**config.mk**
```make
export PLATFORM = sky130hd
export DESIGN_NAME = adder_bist_flat
export DESIGN_NICKNAME = d
export VERILOG_FILES = /design/src/rtl/adder_bist_pkg.sv /design/src/rtl/adder_bist_if.sv /design/src/rtl/adder_bist_golden.sv /design/src/rtl/adder_bist.sv /design/src/flat_wrapper.sv
export SDC_FILE = /design/constraint.sdc
export NUM_CORES = 1
export LEC_CHECK = 0
export CAP_MARGIN = 40
export CORE_MARGIN = 4
export CORE_UTILIZATION = 40
export DETAILED_ROUTE_END_ITERATION = 12
export PLACE_DENSITY = 0.7
export SETUP_SLACK_MARGIN = 0.4
export SYNTH_ARGS = -nofsm -noshare
export SYNTH_HDL_FRONTEND = slang
export SYNTH_HIERARCHICAL = 1
export SYNTH_SLANG_ARGS = --single-unit
```
**constraint.sdc**
```tcl
create_clock -name clk -period 3.54 [get_ports clk]
set_clock_uncertainty 0.2 [all_clocks]
set_input_delay 0.354 -clock clk [delete_from_list [all_inputs] [get_ports clk]]
set_output_delay 0.354 -clock clk [all_outputs]
set_load 0.05 [all_outputs]
```
**src/rtl/adder_bist_pkg.sv**
```systemverilog
// Shared types and defaults for the adder BIST block.
package adder_bist_pkg;

    // Sequencer states
    typedef enum logic [2:0] {
        StIdle  = 3'd0,
        StDrive = 3'd1,
        StWait  = 3'd2,
        StCheck = 3'd3,
        StDone  = 3'd4
    } state_e;

    localparam int unsigned DefWidth = 3;
    localparam int unsigned DefLat   = 1;
    localparam int unsigned DefErrW  = 8;

    // Width of a packed {a, b, cin} test vector.
    function automatic int unsigned vec_w(input int unsigned width);
        return 2 * width + 1;
    endfunction

endpackage

```
**src/rtl/adder_bist_if.sv**
```systemverilog
// Operand/result link between the BIST (master) and the adder under test (slave).
interface adder_bist_if #(
    parameter int unsigned WIDTH = 3
);
    logic [WIDTH-1:0] op_a;
    logic [WIDTH-1:0] op_b;
    logic             op_cin;
    logic [WIDTH-1:0] dut_sum;
    logic             dut_cout;

    modport master (
        output op_a,
        output op_b,
        output op_cin,
        input  dut_sum,
        input  dut_cout
    );

    modport slave (
        input  op_a,
        input  op_b,
        input  op_cin,
        output dut_sum,
        output dut_cout
    );
endinterface

```
**src/rtl/adder_bist_golden.sv**
```systemverilog
// Combinational reference adder: full WIDTH+1-bit result, carry in the MSB.
module adder_bist_golden #(
    parameter int unsigned WIDTH = 3
) (
    input  logic [WIDTH-1:0] a,
    input  logic [WIDTH-1:0] b,
    input  logic             cin,
    output logic [WIDTH:0]   sum
);

    // Zero-extend before adding so the carry is never lost
    always_comb begin
        sum = {1'b0, a} + {1'b0, b} + {{WIDTH{1'b0}}, cin};
    end

endmodule

```
**src/rtl/adder_bist.sv**
```systemverilog
// Exhaustive stimulus generator and response checker for the parallel adder.
// Optional first-failure capture is enabled by defining ADDER_BIST_FAIL_CAPTURE_EN.
module adder_bist
    import adder_bist_pkg::*;
#(
    parameter int unsigned WIDTH = DefWidth,
    parameter int unsigned LAT   = DefLat,
    parameter int unsigned ERR_W = DefErrW
) (
    input  logic                       clk,
    input  logic                       rst_n,
    input  logic                       ena,
    input  logic                       start,
    adder_bist_if.master               dut,
    output logic                       busy,
    output logic                       done,
    output logic                       pass,
    output logic [ERR_W-1:0]           err_cnt,
    output logic [vec_w(WIDTH)-1:0]    vec_idx,
    output logic [vec_w(WIDTH)-1:0]    fail_vec,
    output logic [WIDTH:0]             fail_obs
);

    localparam int unsigned VecW = vec_w(WIDTH);
    // Enough bits to hold LAT-1
    localparam int unsigned CntW = (LAT > 2) ? $clog2(LAT) : 1;
    localparam logic [CntW-1:0]  CntLoad = CntW'((LAT > 0) ? LAT - 1 : 0);
    localparam logic [ERR_W-1:0] ErrMax  = '1;

    state_e           state_q, state_d;
    logic [VecW-1:0]  vec_idx_q, vec_idx_d;
    logic [ERR_W-1:0] err_cnt_q, err_cnt_d, err_inc;
    logic [CntW-1:0]  cnt_q, cnt_d;
    logic [WIDTH-1:0] op_a_q, op_a_d, op_b_q, op_b_d;
    logic             op_cin_q, op_cin_d;
    logic             busy_q, busy_d, done_q, done_d, pass_q, pass_d;
    logic [WIDTH:0]   golden, observed;
    logic             mismatch;

    adder_bist_golden #(
        .WIDTH (WIDTH)
    ) u_golden (
        .a   (op_a_q),
        .b   (op_b_q),
        .cin (op_cin_q),
        .sum (golden)
    );

    // Compare and saturating increment; an unknown response falls to the mismatch path
    always_comb begin
        observed = {dut.dut_cout, dut.dut_sum};
        mismatch = 1'b1;
        if (observed == golden) begin
            mismatch = 1'b0;
        end
        err_inc = err_cnt_q;
        if (mismatch && (err_cnt_q != ErrMax)) begin
            err_inc = err_cnt_q + 1'b1;
        end
    end

    // Next-state and output register logic; nothing moves while ena is low
    always_comb begin
        state_d   = state_q;
        vec_idx_d = vec_idx_q;
        err_cnt_d = err_cnt_q;
        cnt_d     = cnt_q;
        op_a_d    = op_a_q;
        op_b_d    = op_b_q;
        op_cin_d  = op_cin_q;
        busy_d    = busy_q;
        done_d    = done_q;
        pass_d    = pass_q;
        if (ena) begin
            unique case (state_q)
                StIdle, StDone: begin
                    if (start) begin
                        vec_idx_d = '0;
                        err_cnt_d = '0;
                        busy_d    = 1'b1;
                        done_d    = 1'b0;
                        pass_d    = 1'b0;
                        state_d   = StDrive;
                    end
                end
                StDrive: begin
                    op_a_d   = vec_idx_q[VecW-1 -: WIDTH];
                    op_b_d   = vec_idx_q[1 +: WIDTH];
                    op_cin_d = vec_idx_q[0];
                    cnt_d    = CntLoad;
                    state_d  = (LAT == 0) ? StCheck : StWait;
                end
                StWait: begin
                    if (cnt_q == '0) begin
                        state_d = StCheck;
                    end else begin
                        cnt_d = cnt_q - 1'b1;
                    end
                end
                StCheck: begin
                    err_cnt_d = err_inc;
                    if (&vec_idx_q) begin
                        busy_d  = 1'b0;
                        done_d  = 1'b1;
                        pass_d  = (err_inc == '0);
                        state_d = StDone;
                    end else begin
                        vec_idx_d = vec_idx_q + 1'b1;
                        state_d   = StDrive;
                    end
                end
                default: state_d = StIdle;
            endcase
        end
    end

    // State registers with asynchronous reset
    always_ff @(posedge clk or negedge rst_n) begin
        if (!rst_n) begin
            state_q   <= StIdle;
            vec_idx_q <= '0;
            err_cnt_q <= '0;
            cnt_q     <= '0;
            op_a_q    <= '0;
            op_b_q    <= '0;
            op_cin_q  <= 1'b0;
            busy_q    <= 1'b0;
            done_q    <= 1'b0;
            pass_q    <= 1'b0;
        end else begin
            state_q   <= state_d;
            vec_idx_q <= vec_idx_d;
            err_cnt_q <= err_cnt_d;
            cnt_q     <= cnt_d;
            op_a_q    <= op_a_d;
            op_b_q    <= op_b_d;
            op_cin_q  <= op_cin_d;
            busy_q    <= busy_d;
            done_q    <= done_d;
            pass_q    <= pass_d;
        end
    end

    assign dut.op_a   = op_a_q;
    assign dut.op_b   = op_b_q;
    assign dut.op_cin = op_cin_q;
    assign busy       = busy_q;
    assign done       = done_q;
    assign pass       = pass_q;
    assign err_cnt    = err_cnt_q;
    assign vec_idx    = vec_idx_q;

`ifdef ADDER_BIST_FAIL_CAPTURE_EN
    logic            fail_flag_q, fail_flag_d;
    logic [VecW-1:0] fail_vec_q, fail_vec_d;
    logic [WIDTH:0]  fail_obs_q, fail_obs_d;
    logic            run_start;

    assign run_start = start && ((state_q == StIdle) || (state_q == StDone));

    // First mismatch of a run is latched; the sticky flag blocks later ones
    always_comb begin
        fail_flag_d = fail_flag_q;
        fail_vec_d  = fail_vec_q;
        fail_obs_d  = fail_obs_q;
        if (ena) begin
            if (run_start) begin
                fail_flag_d = 1'b0;
                fail_vec_d  = '0;
                fail_obs_d  = '0;
            end else if ((state_q == StCheck) && mismatch && !fail_flag_q) begin
                fail_flag_d = 1'b1;
                fail_vec_d  = vec_idx_q;
                fail_obs_d  = observed;
            end
        end
    end

    // Capture registers
    always_ff @(posedge clk or negedge rst_n) begin
        if (!rst_n) begin
            fail_flag_q <= 1'b0;
            fail_vec_q  <= '0;
            fail_obs_q  <= '0;
        end else begin
            fail_flag_q <= fail_flag_d;
            fail_vec_q  <= fail_vec_d;
            fail_obs_q  <= fail_obs_d;
        end
    end

    assign fail_vec = fail_vec_q;
    assign fail_obs = fail_obs_q;
`else
    assign fail_vec = '0;
    assign fail_obs = '0;
`endif

endmodule

```
**src/flat_wrapper.sv**
```systemverilog
// flat-port wrapper written by rule: the top's interface ports become plain ports
module adder_bist_flat import adder_bist_pkg::*;
#(
    parameter int unsigned WIDTH = DefWidth,
    parameter int unsigned LAT   = DefLat,
    parameter int unsigned ERR_W = DefErrW
)
  (clk, rst_n, ena, start, busy, done, pass, err_cnt, vec_idx, fail_vec, fail_obs, dut_op_a, dut_op_b, dut_op_cin, dut_dut_sum, dut_dut_cout);
  adder_bist_if #(.WIDTH(WIDTH)) dut_i ();
  input  logic clk;
  input  logic rst_n;
  input  logic ena;
  input  logic start;
  output logic busy;
  output logic done;
  output logic pass;
  output logic [ERR_W-1:0] err_cnt;
  output logic [vec_w(WIDTH)-1:0] vec_idx;
  output logic [vec_w(WIDTH)-1:0] fail_vec;
  output logic [WIDTH:0] fail_obs;
  output wire logic [$bits(dut_i.op_a)-1:0] dut_op_a;
  output wire logic [$bits(dut_i.op_b)-1:0] dut_op_b;
  output wire logic [$bits(dut_i.op_cin)-1:0] dut_op_cin;
  input wire logic [$bits(dut_i.dut_sum)-1:0] dut_dut_sum;
  input wire logic [$bits(dut_i.dut_cout)-1:0] dut_dut_cout;
  assign dut_op_a = dut_i.op_a;
  assign dut_op_b = dut_i.op_b;
  assign dut_op_cin = dut_i.op_cin;
  assign dut_i.dut_sum = dut_dut_sum;
  assign dut_i.dut_cout = dut_dut_cout;
  adder_bist #(.WIDTH(WIDTH), .LAT(LAT), .ERR_W(ERR_W)) u_core (.clk(clk), .rst_n(rst_n), .ena(ena), .start(start), .dut(dut_i), .busy(busy), .done(done), .pass(pass), .err_cnt(err_cnt), .vec_idx(vec_idx), .fail_vec(fail_vec), .fail_obs(fail_obs));
endmodule
```
# == Yosys cells after proc, flatten, opt, wreduce, memory -nomap -nowiden ==
# Cells that the tools add are included.
# word_totals
register_bits,29
input_bits,8
output_inout_bits,36
wordCells,59
# classes
add_sub_neg,5
eq_ne,10
muxes,21
reduce_logical,13
# op_table
op,n
2-to-1 mux 8 bit,2
one-hot mux 8 bit (2 select lines),1
2-to-1 mux 7 bit,2
one-hot mux 7 bit (2 select lines),1
one-hot mux 3 bit (4 select lines),1
2-to-1 mux 3 bit,3
"adder 8 x 1 -> 8 bit, second input constant",1
zero test 8 bit,1
"inequality test 8 bit, second input constant",1
one-hot mux 1 bit (2 select lines),4
AND reduction 4 bit,2
"adder 7 x 1 -> 7 bit, second input constant",1
2-to-1 mux 1 bit,7
AND reduction 7 bit,1
"== test 3 x 2 -> 1 bit, second input constant",2
"inequality test 2 bit, second input constant",3
AND reduction 3 bit,2
adder 3 x 3 -> 4 bit,1
adder 4 x 1 -> 4 bit,1
== test 4 bit,1
AND reduction 2 bit,2
nonzero test 2 bit,2
"== test 3 x 1 -> 1 bit, second input constant",1
"== test 3 bit, second input constant",1
other kinds (5),5

# == Longest topological paths before layout ==
# logic_depth
ltp_word,9
mapped_depth,11
depth_no_buf,9

# == Hierarchy ==
# Netlist, hierarchy kept.
# modules_own_cells
module,instances,cells_per_inst,area_per_inst_um2,seq_area_each_um2
adder_bist,1,164,1616.6,700.7
adder_bist_golden,1,15,113.9,0.0

# == Worst setup path after synthesis ==
# OpenSTA, ideal clock, no wires.
# synth_path
path_type,flip-flop to flip-flop
from,register u_core.op_a_q[0] (netlist: u_core/dut.op_a[0])
to,register u_core.pass_q (netlist: u_core/pass)
setup_time_ns,0.104
arrival_ns,3.128
required_ns,3.236
slack_ns,0.109
stages_incl_launch_ff,11
path_buffers,1
period_less_slack_ns,3.431
cell_sequence,dfrtp_1 > inv_1 > fa_1 > fa_1 > inv_1 > xor2_1 > or4_1 > buf_2 > and3_4 > xor2_1 > o41ai_2
# synth_via
elab_chain_cells,9
# synth_rtl
element,line_no,source
start: declaration,adder_bist.sv:34,"logic [WIDTH-1:0] op_a_q, op_a_d, op_b_q, op_b_d;"
start signal: assignment,adder_bist.sv:135,op_a_q <= op_a_d;
adder 3 x 3 -> 4 bit,adder_bist_golden.sv:13,"sum = {1'b0, a} + {1'b0, b} + {{WIDTH{1'b0}}, cin};"
adder 4 x 1 -> 4 bit,adder_bist_golden.sv:13,
net u_core.golden[1],adder_bist.sv:37,"logic [WIDTH:0] golden, observed;"
== test 4 bit,adder_bist.sv:53,if (observed == golden) begin
2-to-1 mux 1 bit,adder_bist.sv:53,
logical AND 1 bit,adder_bist.sv:57,if (mismatch && (err_cnt_q != ErrMax)) begin
2-to-1 mux 8 bit,adder_bist.sv:57,
zero test 8 bit,adder_bist.sv:105,pass_d = (err_inc == '0);
2-to-1 mux 1 bit,adder_bist.sv:102,if (&vec_idx_q) begin
one-hot mux 1 bit (2 select lines),adder_bist.sv:75,unique case (state_q)
end signal: assignment,adder_bist.sv:140,pass_q <= pass_d;
end: declaration,adder_bist.sv:36,"logic busy_q, busy_d, done_q, done_d, pass_q, pass_d;"
# The timed path passes the listed nets, and every way through them passes these cells. The select of a mux whose other input is x is not followed.
# A chain may end at the register's enable or synchronous reset.

# == Worst setup path in the final report ==
# Same ends and word-level chain as after synthesis.

==> impl_results.rst <==
.. list-table::
   :header-rows: 1

   * - Metric
     - Value
   * - Sort of element at the start of the critical path
     - flip-flop
   * - Area of the mapped netlist
     - about 1700 sq um
   * - Synth Area in Adders
     - 5.21%
   * - Clk sinks
     - 28
   * - Stage delay of the slowest cell on the critical path
     - 0.55 ns
   * - Power density cells
     - around 630 nW/um^2
   * - Syn_area_per_cell
     - 9.67 sq um
   * - Combinational Power Share
     - between 40% and 50%
   * - Via count normalized by instance count
     - 5.40
   * - Crit Path Class
     - flip-flop to flip-flop
   * - Clock-pin slew on the worst setup and hold paths
     - around 0.1 ns
   * - Worst endpoint required time
     - 3.52 ns
   * - Number of top-level pins
     - 44
   * - IO buf count
     - 32
   * - Switching power as a share of total power
     - between 40% and 50%
   * - Post-route core utilization
     - between 50% and 60%
   * - Nature of the critical path endpoint
     - flip-flop
   * - Switching pwr
     - approximately 0.6 mW
   * - Most area-hungry cell type in the Yosys netlist
     - sky130_fd_sc_hd__dfrtp_1
   * - Critical path's slowest cell
     - sky130_fd_sc_hd__or4_4
   * - Final standard cell area without fillers
     - approximately 2200 sq um
   * - Total Power
     - 1.37 mW
   * - Yosys synthesis warning count
     - 6
   * - Share of flip-flops with an asynchronous set or reset
     - 100%
   * - Internal power of the cells
     - 0.766 mW
   * - DRC
     - 0
   * - Global route overflow
     - 0
   * - Flop and latch count out of synthesis
     - 28
   * - Number of violations of the max-capacitance limit
     - 0
   * - Post-Synth XOR/XNOR Area
     - under 10%
   * - Final weighted congestion in routability-driven placement
     - 0.807
   * - Top cells by area in the synthesized netlist
     - sky130_fd_sc_hd__dfrtp_1 (40%), sky130_fd_sc_hd__mux2_2 (5.2%), sky130_fd_sc_hd__buf_4 (4.8%)
   * - TritonCTS clock tree
     - built
   * - Post-synthesis simple-gate area fraction
     - about 18%
   * - Std cell rows
     - 23
   * - Launch point of the worst path
     - u_core/dut.op_a[0]
   * - Final setup vio count
     - 0
   * - Routed length per instance
     - between 10 and 15 um
   * - Largest family of logic cells by synthesized area
     - simple AND/OR/NAND/NOR gates
   * - Count of H-tree levels built during CTS
     - 1
   * - Area grow syn2layout
     - 25.2%
   * - Standard cell area after detailed placement
     - 2070 sq um
   * - Normalized max-slew margin
     - a little under half
   * - Total vias in the final route
     - between 1000 and 1500
   * - CP Capture Point
     - u_core/pass
   * - Data arrival time at the worst-slack endpoint
     - 3.05 ns
   * - Pin slew with the least headroom to its limit
     - just under 0.8 ns
   * - Hold Violations, Final
     - 0
   * - Top flip-flop cell by instance count after synthesis
     - sky130_fd_sc_hd__dfrtp_1
   * - Outcome
     - finished, final reports clean
   * - Cell chain of the critical path
     - inv_2, fa_2, fa_1, inv_2, xor2_2, or4_4, and3_4, xor2_1, o41ai_2
   * - Clk pwr share
     - 18.3%
   * - Count of flip-flops with a built-in enable after synthesis
     - 0
   * - Post-synthesis cell count
     - 179
   * - Final routed wirelength across all metal layers
     - 3800 um
   * - Final min period
     - between 3 and 4 ns
   * - Effective utilization at floorplan
     - ~42%
   * - Floorplan die area
     - ~5400 sq um
   * - Largest net degree at the start of global routing
     - 19
   * - Cell at the root of the clock tree
     - sky130_fd_sc_hd__clkbuf_8
   * - Unrepaired setup endpoints after global routing
     - true
   * - Worst reg2reg setup slack
     - 0.47 ns
   * - Number of global-route vias before repair
     - 1346
   * - Number of buffers between clock root and the deepest sink
     - 2
   * - Class of the tightest hold or removal check
     - input port to asynchronous set/reset pin
   * - Width of the chip
     - around 74 um
   * - First-pass GRT wire length
     - approximately 6200 um
   * - Area of the core
     - 4090 sq um
   * - Skew-Pair Late Insertion Delay
     - 0.27 ns
   * - Highest net fanout along the worst path
     - 6
   * - Antenna violations before repair
     - 0
   * - Total clock buffers created by CTS
     - 3
   * - Number of unique standard cell types used by synthesis
     - 49
   * - Static Leak
     - around 0.95 nW
   * - Area fraction in compound gates after synthesis
     - between 10% and 20%
   * - Worst-case reg-to-reg path depth
     - 9
   * - Final number of max-transition violations
     - 0
   * - Maximum vdd ir drop
     - roughly 340 uV
   * - Antenna diodes
     - 0
   * - Post-synthesis sequential area ratio
     - 40.5%
   * - Maximum operating frequency
     - 0.326 GHz
   * - Post-Route Hold Slack
     - 0.0519 ns
   * - Capturing point of the worst reg2reg path
     - u_core/pass
   * - Most used cell, CP
     - sky130_fd_sc_hd__inv_2
   * - Residual antenna-violating net count after detailed routing
     - 0
   * - Multiplexer share of the synthesized area
     - under 10%
   * - Share of final-layout standard cells stronger than drive strength 1
     - between 10% and 20%
   * - Initial detailed-routing violation count
     - 71
   * - DPL Wire Length
     - around 2900 um
   * - GR Util All Layers
     - between 10% and 20%
   * - First-pass iteration count of the detailed router
     - 4
   * - Synth top area share
     - 40.5%
   * - Relative contribution of sequential cells to total power
     - 34.4%
   * - Summed negative setup slack over all endpoints
     - 0 ns
   * - Height of the chip
     - around 74 um
   * - Post-route fraction of the period consumed by the critical path
     - between 80% and 90%
   * - Number of nets in the final layout
     - between 200 and 250
   * - Worst r2r src
     - u_core/dut.op_a[0]
cell usage after synthesis, types with 2 or more instances:
master                      count
sky130_fd_sc_hd__dfrtp_1       28
sky130_fd_sc_hd__ha_1           4
sky130_fd_sc_hd__a21o_1         2
sky130_fd_sc_hd__and2_1         5
sky130_fd_sc_hd__a31oi_1        3
sky130_fd_sc_hd__o211ai_1       3
sky130_fd_sc_hd__nand2b_1       4
sky130_fd_sc_hd__buf_2          2
sky130_fd_sc_hd__or4_1          2
sky130_fd_sc_hd__nand2_1       20
sky130_fd_sc_hd__o21ai_0        6
sky130_fd_sc_hd__nor2_1         8
sky130_fd_sc_hd__fa_1           2
sky130_fd_sc_hd__clkbuf_1       4
sky130_fd_sc_hd__xor2_1         9
sky130_fd_sc_hd__nor3_1         3
sky130_fd_sc_hd__inv_1         10
sky130_fd_sc_hd__o21ai_1        2
sky130_fd_sc_hd__buf_4         11
sky130_fd_sc_hd__o21a_1         2
sky130_fd_sc_hd__mux2_2         8
sky130_fd_sc_hd__nand4_1        3
sky130_fd_sc_hd__nand3_1        4
sky130_fd_sc_hd__a41oi_1        2
sky130_fd_sc_hd__mux2i_1        3
sky130_fd_sc_hd__o2111ai_1      2
sky130_fd_sc_hd__a21oi_1        5
how the worst min path moves through the flow:
stage / startpoint / to / depth (start not counted) / slack (ns)
2_1_floorplan: rst_n / u_core/busy / 0 / -0.14
3_3_place_gp: u_core/done / u_core/done / 2 / 0.27
3_5_place_dp: u_core/done / u_core/done / 2 / 0.28
4_1_cts: rst_n / u_core/err_cnt[4] / 1 / 0.05
5_1_grt: rst_n / u_core/err_cnt[4] / 1 / 0.04
6_report: rst_n / u_core/err_cnt[4] / 1 / 0.05
metrics by stage:
stage          std cells  setup WS (ns)
3_3_place_gp         255          0.500
2_1_floorplan        189          0.384
4_1_cts              260          0.418
6_report             261          0.471
5_1_grt              261          0.376
3_5_place_dp         256          0.438
critical path, delay by kind of cell, from the launching register on:
family | cells | cell delay (ns)
compound gates | 1 | 0.31
xor+xnor | 2 | 0.29
fa+ha+maj | 2 | 0.92
buf+inv | 2 | 0.09
flops | 1 | 0.39
simple gates | 2 | 0.76
state kept, by name, indices dropped and copies added (netlist names):
signal	cells
u_core/busy	1
u_core/done	1
u_core/dut.op_a	3
u_core/dut.op_b	3
u_core/dut.op_cin	1
u_core/err_cnt	8
u_core/pass	1
u_core/state_q	3
u_core/vec_idx	7
metal layers:
metal  vias to the layer above  share of wire (%)  global-route usage (%)  wire length, um
li1                        668                  -                       -                -
met1                       686                 44                    19.3             1650
met2                        52                 48                    23.5             1840
met3                         4                7.4                    3.69              282
met4                         0               0.63                    3.02               24
met5                         -                  0                       0                0
power by group through the flow:
stage | Sequential, mW | Combinational [mW] | Clock [mW]
after floorplan | 0.620 | 0.314 | 0
after global placement | 0.476 | 0.626 | 0
after detailed placement | 0.477 | 0.628 | 0
after CTS | 0.472 | 0.631 | 0.260
after global routing | 0.484 | 0.693 | 0.275
final | 0.472 | 0.648 | 0.252
repair_timing:
| action | CTS | global route |
|---|---|---|
| hold buffers | 0 | 0 |
| setup buffers | 0 | 1 |
| resized for setup | 0 | 4 |
| setup endpoints to repair | 0 | 2 |
layout by cell type (no fill, tap or decap), drive strengths merged, types with 2 or more instances in the layout:
master	synthesis	layout
clkdlybuf4s50	0	32
dfrtp	28	28
nand2	20	20
conb	1	11
inv	10	10
xor2	9	9
mux2	8	8
nor2	8	8
o21ai	8	8
and2	6	6
a21oi	5	5
nand2b	4	4
nand3	4	4
ha	4	4
buf	14	4
clkbuf	4	3
nand4	3	3
nor3	3	3
a31oi	3	3
mux2i	3	3
o211ai	3	3
o21a	2	2
a21o	2	2
o2111ai	2	2
a41oi	2	2
o41ai	2	2
and3	2	2
or4	2	2
fa	2	2
cell families after synthesis:
family                   after synthesis
AO/OA/AOI/OAI                         37
XOR/XNOR                              10
adder cells (fa/ha/maj)                6
buffers and inverters                 28
flip-flops                            28
multiplexers                          11
other                                  1
AND/OR/NAND/NOR                       58
area by class of cell:
type | count | area (sq um)
Inverter | 10 | 37.5
Clock inverter | 1 | 30.0
Tap cell | 50 | 62.6
Sequential cell | 28 | 704
Fill cell | 369 | 1920
Clock buffer | 3 | 41.3
Timing Repair Buffer | 36 | 358
Multi-Input combinational cell | 133 | 932
Note: power is estimated with default switching activity, not from simulation.
